[src/rtl/iterative_mul_div_unit_pkg.sv]
// Shared types and decode helpers for the iterative multiply/divide unit.
// MulDivType keeps the execute-stage encoding: mul ops 0-3, div/rem ops 4-7.
package iterative_mul_div_unit_pkg;

    typedef enum logic [1:0] {
        IMD_IDLE = 2'd0,
        IMD_MUL  = 2'd1,
        IMD_DIV  = 2'd2,
        IMD_DONE = 2'd3
    } IterMulDivState;

    typedef enum logic [2:0] {
        MDT_MUL    = 3'd0,
        MDT_MULH   = 3'd1,
        MDT_MULHSU = 3'd2,
        MDT_MULHU  = 3'd3,
        MDT_DIV    = 3'd4,
        MDT_DIVU   = 3'd5,
        MDT_REM    = 3'd6,
        MDT_REMU   = 3'd7
    } MulDivType;

    function automatic logic isSignedSrc1(input MulDivType t);
        logic r;
        case (t)
            MDT_MUL, MDT_MULH, MDT_MULHSU, MDT_DIV, MDT_REM: r = 1'b1;
            default:                                         r = 1'b0;
        endcase
        return r;
    endfunction

    function automatic logic isSignedSrc2(input MulDivType t);
        logic r;
        case (t)
            MDT_MUL, MDT_MULH, MDT_DIV, MDT_REM: r = 1'b1;
            default:                            r = 1'b0;
        endcase
        return r;
    endfunction

    function automatic logic isDivType(input MulDivType t);
        logic r;
        case (t)
            MDT_DIV, MDT_DIVU, MDT_REM, MDT_REMU: r = 1'b1;
            default:                              r = 1'b0;
        endcase
        return r;
    endfunction

    function automatic logic isRemType(input MulDivType t);
        logic r;
        case (t)
            MDT_REM, MDT_REMU: r = 1'b1;
            default:           r = 1'b0;
        endcase
        return r;
    endfunction

    function automatic logic isHighHalf(input MulDivType t);
        logic r;
        case (t)
            MDT_MULH, MDT_MULHSU, MDT_MULHU: r = 1'b1;
            default:                         r = 1'b0;
        endcase
        return r;
    endfunction

endpackage

[src/rtl/iterative_mul_div_unit_div_restoring_step.sv]
// One combinational restoring-division step: shift in a dividend bit,
// subtract the divisor when it fits and emit the matching quotient bit.
module div_restoring_step
    import iterative_mul_div_unit_pkg::*;
#(
    parameter int XLen = 32
) (
    input  logic [XLen:0]   rem_i,
    input  logic            bit_i,
    input  logic [XLen-1:0] divisor_i,
    output logic [XLen:0]   rem_o,
    output logic            qbit_o
);

    logic [XLen+1:0] shifted_s;
    logic [XLen+1:0] diff_s;

    assign shifted_s = {rem_i, bit_i};
    assign diff_s    = shifted_s - (XLen+2)'(divisor_i);
    assign qbit_o    = (shifted_s >= (XLen+2)'(divisor_i));
    // The restored remainder is always below 2*divisor, so XLen+1 bits hold it.
    assign rem_o     = (XLen+1)'(qbit_o ? diff_s : shifted_s);

endmodule

[src/rtl/iterative_mul_div_unit.sv]
// Multi-cycle integer multiply/divide unit for the execute stage: radix-2^k
// shift-add multiplier, chained restoring divider, divide early-outs, stall and flush.
module iterative_mul_div_unit
    import iterative_mul_div_unit_pkg::*;
#(
    parameter int XLen            = 32,
    parameter int MulBitsPerCycle = 4,
    parameter int DivBitsPerCycle = 1
) (
    input  logic            clk,
    input  logic            rst,
    input  logic            enable,
    input  logic            stall,
    input  logic            flush,
    input  logic [2:0]      mulDivType,
    input  logic [XLen-1:0] src1,
    input  logic [XLen-1:0] src2,
    output logic            done,
    output logic [XLen-1:0] result
);

    localparam int MulSteps = XLen / MulBitsPerCycle;
    localparam int DivSteps = XLen / DivBitsPerCycle;
    localparam int CntW     = $clog2(XLen + 1);
    localparam int PW       = XLen + MulBitsPerCycle;
    localparam logic [XLen-1:0] MostNeg = {1'b1, {(XLen-1){1'b0}}};

    if ((XLen != 32 && XLen != 64) || MulBitsPerCycle < 1 || DivBitsPerCycle < 1 ||
        (XLen % MulBitsPerCycle) != 0 || (XLen % DivBitsPerCycle) != 0) begin : g_param_check
        $error("iterative_mul_div_unit: illegal XLen / bits-per-cycle combination");
    end

    IterMulDivState    state_q, state_d;
    MulDivType         type_q, type_d;
    logic [CntW-1:0]   cnt_q, cnt_d;
    logic [2*XLen-1:0] prod_q, prod_d;
    logic [XLen-1:0]   mcand_q, mcand_d;
    logic [XLen:0]     rem_q, rem_d;
    logic [XLen-1:0]   dvd_q, dvd_d;
    logic              neg_q, neg_d;
    logic [XLen-1:0]   result_q, result_d;
    logic              done_q;

    MulDivType       op_s;
    logic            s1_neg_s, s2_neg_s;
    logic [XLen-1:0] mag1_s, mag2_s;
    logic            div_zero_s, div_ovf_s;

    assign op_s       = MulDivType'(mulDivType);
    assign s1_neg_s   = isSignedSrc1(op_s) & src1[XLen-1];
    assign s2_neg_s   = isSignedSrc2(op_s) & src2[XLen-1];
    assign mag1_s     = s1_neg_s ? (~src1 + {{(XLen-1){1'b0}}, 1'b1}) : src1;
    assign mag2_s     = s2_neg_s ? (~src2 + {{(XLen-1){1'b0}}, 1'b1}) : src2;
    assign div_zero_s = (src2 == {XLen{1'b0}});
    assign div_ovf_s  = isSignedSrc1(op_s) && (src1 == MostNeg) && (src2 == {XLen{1'b1}});

    // Multiplier: the low half of prod_q starts as the multiplier and is consumed
    // from the bottom while partial products accumulate into the top half.
    logic [MulBitsPerCycle-1:0] chunk_s;
    logic [PW-1:0]              partial_s, upper_s;
    logic [2*XLen-1:0]          prod_next_s, prod_fix_s;
    logic [XLen-1:0]            mul_res_s;

    assign chunk_s   = prod_q[MulBitsPerCycle-1:0];
    assign partial_s = PW'(mcand_q) * PW'(chunk_s);
    assign upper_s   = PW'(prod_q[2*XLen-1:XLen]) + partial_s;

    if (MulBitsPerCycle == XLen) begin : g_mul_full
        assign prod_next_s = upper_s;
    end else begin : g_mul_part
        assign prod_next_s = {upper_s, prod_q[XLen-1:MulBitsPerCycle]};
    end

    assign prod_fix_s = neg_q ? (~prod_next_s + {{(2*XLen-1){1'b0}}, 1'b1}) : prod_next_s;
    assign mul_res_s  = isHighHalf(type_q) ? prod_fix_s[2*XLen-1:XLen] : prod_fix_s[XLen-1:0];

    // Divider: dividend bits leave dvd_q at the top while quotient bits enter at the bottom.
    logic [XLen:0]          rem_chain_s [DivBitsPerCycle+1];
    logic [XLen-1:0]        dvd_chain_s [DivBitsPerCycle+1];
    logic [XLen-1:0]        quot_s, remv_s, div_res_s;

    assign rem_chain_s[0] = rem_q;
    assign dvd_chain_s[0] = dvd_q;

    for (genvar k = 0; k < DivBitsPerCycle; k++) begin : g_div_step
        logic qbit_s;
        div_restoring_step #(.XLen(XLen)) u_step (
            .rem_i     (rem_chain_s[k]),
            .bit_i     (dvd_chain_s[k][XLen-1]),
            .divisor_i (mcand_q),
            .rem_o     (rem_chain_s[k+1]),
            .qbit_o    (qbit_s)
        );
        assign dvd_chain_s[k+1] = {dvd_chain_s[k][XLen-2:0], qbit_s};
    end

    assign quot_s    = dvd_chain_s[DivBitsPerCycle];
    assign remv_s    = rem_chain_s[DivBitsPerCycle][XLen-1:0];
    assign div_res_s = isRemType(type_q)
                     ? (neg_q ? (~remv_s + {{(XLen-1){1'b0}}, 1'b1}) : remv_s)
                     : (neg_q ? (~quot_s + {{(XLen-1){1'b0}}, 1'b1}) : quot_s);

    // Next-state and datapath update for all four states.
    always_comb begin
        state_d  = state_q;
        type_d   = type_q;
        cnt_d    = cnt_q;
        prod_d   = prod_q;
        mcand_d  = mcand_q;
        rem_d    = rem_q;
        dvd_d    = dvd_q;
        neg_d    = neg_q;
        result_d = result_q;
        case (state_q)
            IMD_IDLE: begin
                if (enable && !flush) begin
                    type_d = op_s;
                    neg_d  = isRemType(op_s) ? s1_neg_s : (s1_neg_s ^ s2_neg_s);
                    if (isDivType(op_s)) begin
                        if (div_zero_s) begin
                            result_d = isRemType(op_s) ? src1 : {XLen{1'b1}};
                            state_d  = IMD_DONE;
                        end else if (div_ovf_s) begin
                            result_d = isRemType(op_s) ? {XLen{1'b0}} : src1;
                            state_d  = IMD_DONE;
                        end else begin
                            mcand_d = mag2_s;
                            dvd_d   = mag1_s;
                            rem_d   = {(XLen+1){1'b0}};
                            cnt_d   = CntW'(DivSteps);
                            state_d = IMD_DIV;
                        end
                    end else begin
                        mcand_d = mag1_s;
                        prod_d  = {{XLen{1'b0}}, mag2_s};
                        cnt_d   = CntW'(MulSteps);
                        state_d = IMD_MUL;
                    end
                end else begin
                    state_d = IMD_IDLE;
                end
            end
            IMD_MUL: begin
                if (flush || !enable) begin
                    state_d = IMD_IDLE;
                end else begin
                    prod_d = prod_next_s;
                    cnt_d  = cnt_q - CntW'(1);
                    if (cnt_q == CntW'(1)) begin
                        result_d = mul_res_s;
                        state_d  = IMD_DONE;
                    end else begin
                        state_d = IMD_MUL;
                    end
                end
            end
            IMD_DIV: begin
                if (flush || !enable) begin
                    state_d = IMD_IDLE;
                end else begin
                    rem_d = rem_chain_s[DivBitsPerCycle];
                    dvd_d = dvd_chain_s[DivBitsPerCycle];
                    cnt_d = cnt_q - CntW'(1);
                    if (cnt_q == CntW'(1)) begin
                        result_d = div_res_s;
                        state_d  = IMD_DONE;
                    end else begin
                        state_d = IMD_DIV;
                    end
                end
            end
            IMD_DONE: begin
                if (flush) begin
                    state_d = IMD_IDLE;
                end else if (stall) begin
                    state_d = IMD_DONE;
                end else begin
                    state_d = IMD_IDLE;
                end
            end
            default: begin
                state_d = IMD_IDLE;
            end
        endcase
    end

    // State, datapath and output registers.
    always_ff @(posedge clk or posedge rst) begin
        if (rst) begin
            state_q  <= IMD_IDLE;
            type_q   <= MDT_MUL;
            cnt_q    <= {CntW{1'b0}};
            prod_q   <= {(2*XLen){1'b0}};
            mcand_q  <= {XLen{1'b0}};
            rem_q    <= {(XLen+1){1'b0}};
            dvd_q    <= {XLen{1'b0}};
            neg_q    <= 1'b0;
            result_q <= {XLen{1'b0}};
            done_q   <= 1'b0;
        end else begin
            state_q  <= state_d;
            type_q   <= type_d;
            cnt_q    <= cnt_d;
            prod_q   <= prod_d;
            mcand_q  <= mcand_d;
            rem_q    <= rem_d;
            dvd_q    <= dvd_d;
            neg_q    <= neg_d;
            result_q <= result_d;
            done_q   <= (state_d == IMD_DONE);
        end
    end

    assign done   = done_q;
    assign result = result_q;

endmodule

[config.mk]
export PLATFORM = sky130hd
export DESIGN_NAME = iterative_mul_div_unit
export DESIGN_NICKNAME = d
export VERILOG_FILES = /design/src/rtl/iterative_mul_div_unit_pkg.sv /design/src/rtl/iterative_mul_div_unit_div_restoring_step.sv /design/src/rtl/iterative_mul_div_unit.sv
export SDC_FILE = /design/constraint.sdc
export NUM_CORES = 1
export LEC_CHECK = 0
export CAP_MARGIN = 15
export CORE_MARGIN = 2
export CORE_UTILIZATION = 57
export DETAILED_ROUTE_END_ITERATION = 10
export PLACE_DENSITY_LB_ADDON = 0.1
export SETUP_SLACK_MARGIN = 0.05
export SYNTH_ARGS = -nofsm -noshare
export SYNTH_HDL_FRONTEND = slang
export SYNTH_SLANG_ARGS = --single-unit
[constraint.sdc]
create_clock -name clk -period 6.3 [get_ports clk]
set_input_delay 0.945 -clock clk [delete_from_list [all_inputs] [get_ports clk]]
set_output_delay 0.945 -clock clk [all_outputs]
set_load 0.01 [all_outputs]
; After elaboration in Yosys (flattened, before gate mapping)
; Index checks and enable logic that the tools add are counted.
[classes]
n_mul = 1
n_bitwise = 8
n_lt_le_gt_ge = 1
add_sub_neg = 8
n_eq_ne = 33
n_shift = 0
n_mux = 75
div_mod_pow = 0
n_reduce_logical = 26
[ops]
columns = operator, count
row1 = $mux W32, 24
row2 = $mux W64, 4
row3 = $mux W33, 6
row4 = $add A32 B1 Y32 const B, 4
row5 = $not A32 Y32, 4
row6 = $pmux W64 S2, 1
row7 = $pmux W32 S3, 1
row8 = $pmux W33 S2, 1
row9 = $add A64 B1 Y64 const B, 1
row10 = $eq A32 B32 Y1 const B, 2
row11 = $not A64 Y64, 1
row12 = $pmux W32 S2, 1
row13 = $add A32 B36 Y36, 1
row14 = $mul A32 B4 Y36, 1
row15 = $ge A34 B32 Y1, 1
row16 = $sub A33 B32 Y33, 1
row17 = $logic_not A32 Y1, 1
row18 = $mux W6, 5
row19 = $ne A2 B2 Y1 const B, 12
row20 = $mux W1, 23
row21 = $eq A3 B3 Y1 const B, 6
row22 = $mux W2, 7
row23 = $pmux W6 S2, 1
row24 = $eq A3 B2 Y1 const B, 3
row25 = 25 further kinds, 40
[word_totals]
output_inout_bits = 33
mem_bits_ro = 0
inputBits = 72
n_memories = 0
wordCells = 162
ff_bits = 206
mem_bits_rw = 0
latchBits = 0

; Logic depth before layout (Yosys ltp)
[depth]
word_depth = 16
depth_mapped = 25
ltp_nobuf = 23

; Modules after synthesis
; A second synthesis with hierarchy kept.
[unflattened]
cells_unflattened = 2847
hier_area_um2 = 21926.0
[modules_own_cells]
columns = mod, cells_each, instances, area_per_inst_um2, seq_area_each_um2
row1 = iterative_mul_div_unit, 2501, 1, 19735.2, 5154.9
row2 = div_restoring_step, 346, 1, 2190.9, 0.0

; Worst setup path before layout
; Ideal clock, no wire load.
[synth_timing]
path_kind = register to register
start = register prod_q[3]
end = register result_q[30], in the netlist result[30]
t_arrival_ps = 5769
setup_slack_ps = 405
stages_incl_launch_ff = 22
setup_time_ps = 126
path_buffers = 2
path_cell_list = dfrtp_1 > clkbuf_1 > and2_1 > fa_1 > fa_1 > inv_1 > fa_1 > inv_1 > ha_1 > clkbuf_1 > a21oi_1 > o22ai_1 > a211oi_1 > o21ai_0 > or3_1 > a2111o_1 > nor4_1 > nand4_1 > o41ai_1 > xor2_1 > o21ai_0 > a221o_1
[synth_via]
elab_chain_len = 9
[synth_lines]
columns = item, line
row1 = "start, declared", iterative_mul_div_unit.sv:36  ; logic [2*XLen-1:0] prod_q, prod_d;
row2 = "start signal, assigned", iterative_mul_div_unit.sv:193  ; prod_q <= {(2*XLen){1'b0}};
row3 = "start signal, assigned", iterative_mul_div_unit.sv:204  ; prod_q <= prod_d;
row4 = $mul A32 B4 Y36 *, iterative_mul_div_unit.sv:65  ; assign partial_s = PW'(mcand_q) * PW'(chunk_s);
row5 = $add A32 B36 Y36 *, iterative_mul_div_unit.sv:66  ; assign upper_s = PW'(prod_q[2*XLen-1:XLen]) + partial_s;
row6 = $not A64 Y64, iterative_mul_div_unit.sv:74  ; assign prod_fix_s = neg_q ? (~prod_next_s + {{(2*XLen-1){1'b0}}, 1'b1}) : prod_next_s;
row7 = $add A64 B1 Y64, iterative_mul_div_unit.sv:74
row8 = $mux W64 *, iterative_mul_div_unit.sv:74
row9 = $mux W32 *, iterative_mul_div_unit.sv:75  ; assign mul_res_s = isHighHalf(type_q) ? prod_fix_s[2*XLen-1:XLen] : prod_fix_s[XLen-1:0];
row10 = $mux W32 *, iterative_mul_div_unit.sv:149  ; if (cnt_q == CntW'(1)) begin
row11 = $mux W32 *, iterative_mul_div_unit.sv:144  ; if (flush || !enable) begin
row12 = $pmux W32 S3 *, iterative_mul_div_unit.sv:114  ; case (state_q)
row13 = "end signal, assigned", iterative_mul_div_unit.sv:198  ; result_q <= {XLen{1'b0}};
row14 = "end signal, assigned", iterative_mul_div_unit.sv:209  ; result_q <= result_d;
row15 = "end, declared", iterative_mul_div_unit.sv:41  ; logic [XLen-1:0] result_q, result_d;
; Mark *: on every way between the ends. The rest lies on a longest branch, timed or not. The select of a mux whose other input is x is not followed.
; A chain may end at the register's enable or synchronous reset.

; Worst setup path in the final report
[layout_timing]
start = register prod_q[3]
end = register result_q[22], in the netlist result[22]
; The elaborated chain is that of the path after synthesis.

==> results.sh <==
export IMPL_clk_pin_slew_ns=0.06
export IMPL_grt_setup_unrepaired="yes"
export IMPL_grt_busiest_layer="met2"
export IMPL_hold_path_class="reg2reg"
export IMPL_io_pins=105
export IMPL_ys_seq_elements=206
export IMPL_synthCells=2969
export IMPL_hpwl_um=70100
export IMPL_layout_drive_gt1_share_pct=9.15
export IMPL_finalSetupViolations=0
export IMPL_cp_end_kind="flip-flop"
export IMPL_crit_arrival_ns=6.58
export IMPL_antenna_found_initial=0
export IMPL_startpoint_type="flip-flop"
export IMPL_critPathMaxFanout=27
export IMPL_drtPass1Iterations=6
export IMPL_timing_final_hold_violations=0
export IMPL_slew_headroom_pct=18.4
export IMPL_grt_pass1_vias=23100
export IMPL_crit_required_ns=6.78
export IMPL_antenna_left=0
export IMPL_finalCritPeriodShare_pct=96.8
export IMPL_root_buffer="clkbuf_16"
export IMPL_synth_top_area_share_pct=22.8
export IMPL_clock_latency_ns=0.57
export IMPL_whs_ns=0.482
export IMPL_finalClockSkew_ns=0.0233
export IMPL_die_area_um2=41300
export IMPL_yosysWarnings=0
export IMPL_cts_tree="yes"
export IMPL_track_usage_pct=43.4
export IMPL_layout_commonest_cell="nand2_1"
export IMPL_syn_to_final_growth_pct=14.7
export IMPL_final_nets=3305
export IMPL_use_met1_pct=59.0
export IMPL_port_buffers=104
export IMPL_period_needed_ns=6.10
export IMPL_use_met3_pct=8.64
export IMPL_maxClockFrequency_mhz=164
export IMPL_drt_total_wl_um=90500
export IMPL_slew_viol_final=0
export IMPL_drc=0
export IMPL_postCtsHoldBufs=0
export IMPL_routed_via_count=24200
export IMPL_cts_sinks=206
export IMPL_initial_utilization_pct=58.1
export IMPL_viasPerCell=6.75
export IMPL_post_synth_cell_area_avg_um2=7.61
export IMPL_critPathKind="reg2reg"
export IMPL_antenna_cells=0
export IMPL_yosysTopAreaCell="dfrtp_1"
export IMPL_post_drt_wl_per_cell_um=25.2
export IMPL_core_um2=38900
export IMPL_tightest_slew_ns=1.22
export IMPL_drv_cap=0
export IMPL_timing_setup_tns_ns=0
export IMPL_die_x_um=203
export IMPL_mostFrequentLayoutCells="nand2_1, o21ai_0, a21oi_1"
export IMPL_grt_use_met2_pct=64.7
export IMPL_gp_congestion=1.06
export IMPL_fp_row_count=72
export IMPL_async_reset_ff_share_pct=100
export IMPL_syn_cell_area_um2=22600
export IMPL_utilization_pct=66.6
export IMPL_ys_top_cells_by_area="dfrtp_1, fa_1, o21ai_0"
export IMPL_clock_path_buffers=3
export IMPL_postSynthNetCount=3221
export IMPL_synth_edf_count=0
export IMPL_synth_flop_cell="dfrtp_1"
export IMPL_grt_max_degree=100
export IMPL_first_iter_violations=3434
export IMPL_grt_first_pass_wirelength_um=137000
export IMPL_yosysSeqAreaShare_pct=22.8
export IMPL_cts_buffers=26
export IMPL_ys_types=92
export IMPL_grt_overflow=0
export IMPL_outcome="finished, final reports clean"
export IMPL_cts_max_level=1
export IMPL_die_h_um=203
final cells by class:
cell class	count	area, um2
multi-input cells	2366	16200
inverters	217	818
repair buffers	236	2100
clock buffers	33	738
well taps	518	648
flip-flops and latches	206	5160
fillers	3433	13000
clock inverters	14	210
flip-flops by register name (all words and copies together), names as in the netlist:
register and count:
prod_q 64, rem_q 33, dvd_q 32, mcand_q 32, result 32, cnt_q 6, type_q 3, state_q 2
done 1, neg_q 1
worst max-delay path, stage by stage (launching register included):
cell       delay, ns
dfrtp_2         0.46
buf_12          0.17
and2_1          0.18
fa_1            0.51
fa_1            0.54
inv_1           0.05
fa_1            0.49
inv_1           0.04
ha_2            0.37
nand4_1         0.13
buf_4           0.18
nor2_2          0.18
o2111ai_2       0.18
a21oi_2         0.18
o21ai_0         0.11
a2111o_1        0.56
buf_4           0.20
or4_1           0.57
buf_4           0.16
o21ai_0         0.16
o21ai_0         0.10
a211o_1         0.32
a21oi_1         0.15
path summary, 6_finish.rpt:
path                                        from                endpoint  slack, ns  cells past startpoint
max                        prod_q[3]$_DFFE_PP0P_  result[22]$_DFFE_PP0P_       0.20                     22
min                        result[6]$_DFFE_PP0P_   result[6]$_DFFE_PP0P_       0.48                      2
max reg2reg                prod_q[3]$_DFFE_PP0P_  result[22]$_DFFE_PP0P_       0.20                     22
min reg2reg                result[6]$_DFFE_PP0P_   result[6]$_DFFE_PP0P_       0.48                      2
max in group asynchronous                    rst   rem_q[10]$_DFFE_PP0P_       4.39                      3
min in group asynchronous                    rst   result[8]$_DFFE_PP0P_       0.88                      2
through the flow:
stage	cell area, um2	std cells	setup WS [ns]
after global placement	24700	3541	0.0210
final	25900	3590	0.200
after global routing	25900	3590	-0.0201
after CTS	25600	3588	0.0495
after detailed placement	24700	3541	-0.0703
after floorplan	22600	2969	0.405
what timing repair did:
item	in CTS	in global routing
pin swaps	0	16
gates resized for setup	4	54
setup buffers	0	2
endpoints found under the setup margin	4	18
kinds of logic after synthesis:
kind of cell,share of synthesized area [%]
AND/OR/NAND/NOR,22.5
adder cells (fa/ha/maj),13.2
multiplexers,3.44
flip-flops,22.8
buffers and inverters,6.66
AO/OA/AOI/OAI,25.3
XOR/XNOR,6.12
cell usage after synthesis (11+ instances only):
| master | count |
|---|---|
| clkbuf_1 | 159 |
| o31ai_1 | 43 |
| o2111ai_1 | 15 |
| a221oi_1 | 14 |
| xor2_1 | 72 |
| nor4_1 | 33 |
| inv_1 | 216 |
| a31oi_1 | 31 |
| a21oi_1 | 265 |
| fa_1 | 92 |
| o22ai_1 | 50 |
| a211oi_1 | 25 |
| or4_1 | 22 |
| xnor2_1 | 86 |
| a21o_1 | 25 |
| nor2_1 | 212 |
| nor3_1 | 72 |
| o21ai_0 | 278 |
| mux2i_1 | 62 |
| o311ai_0 | 14 |
| o211ai_1 | 34 |
| and2_1 | 138 |
| or3_1 | 37 |
| dfrtp_1 | 206 |
| a311oi_1 | 11 |
| nand2b_1 | 16 |
| ha_1 | 88 |
| nand3_1 | 77 |
| and3_1 | 20 |
| o21a_1 | 11 |
| nand4_1 | 44 |
| nand2_1 | 309 |
| or2_2 | 14 |
| buf_1 | 11 |
per-layer routing:
metal,part of all wire (%),vias up
li1,-,10800
met1,40,11600
met2,42,1588
met3,11,285
met4,6.6,0
met5,0,-
Power is not shown: default switching activity piles up to over one toggle a cycle in this logic, so the estimate is an artifact.
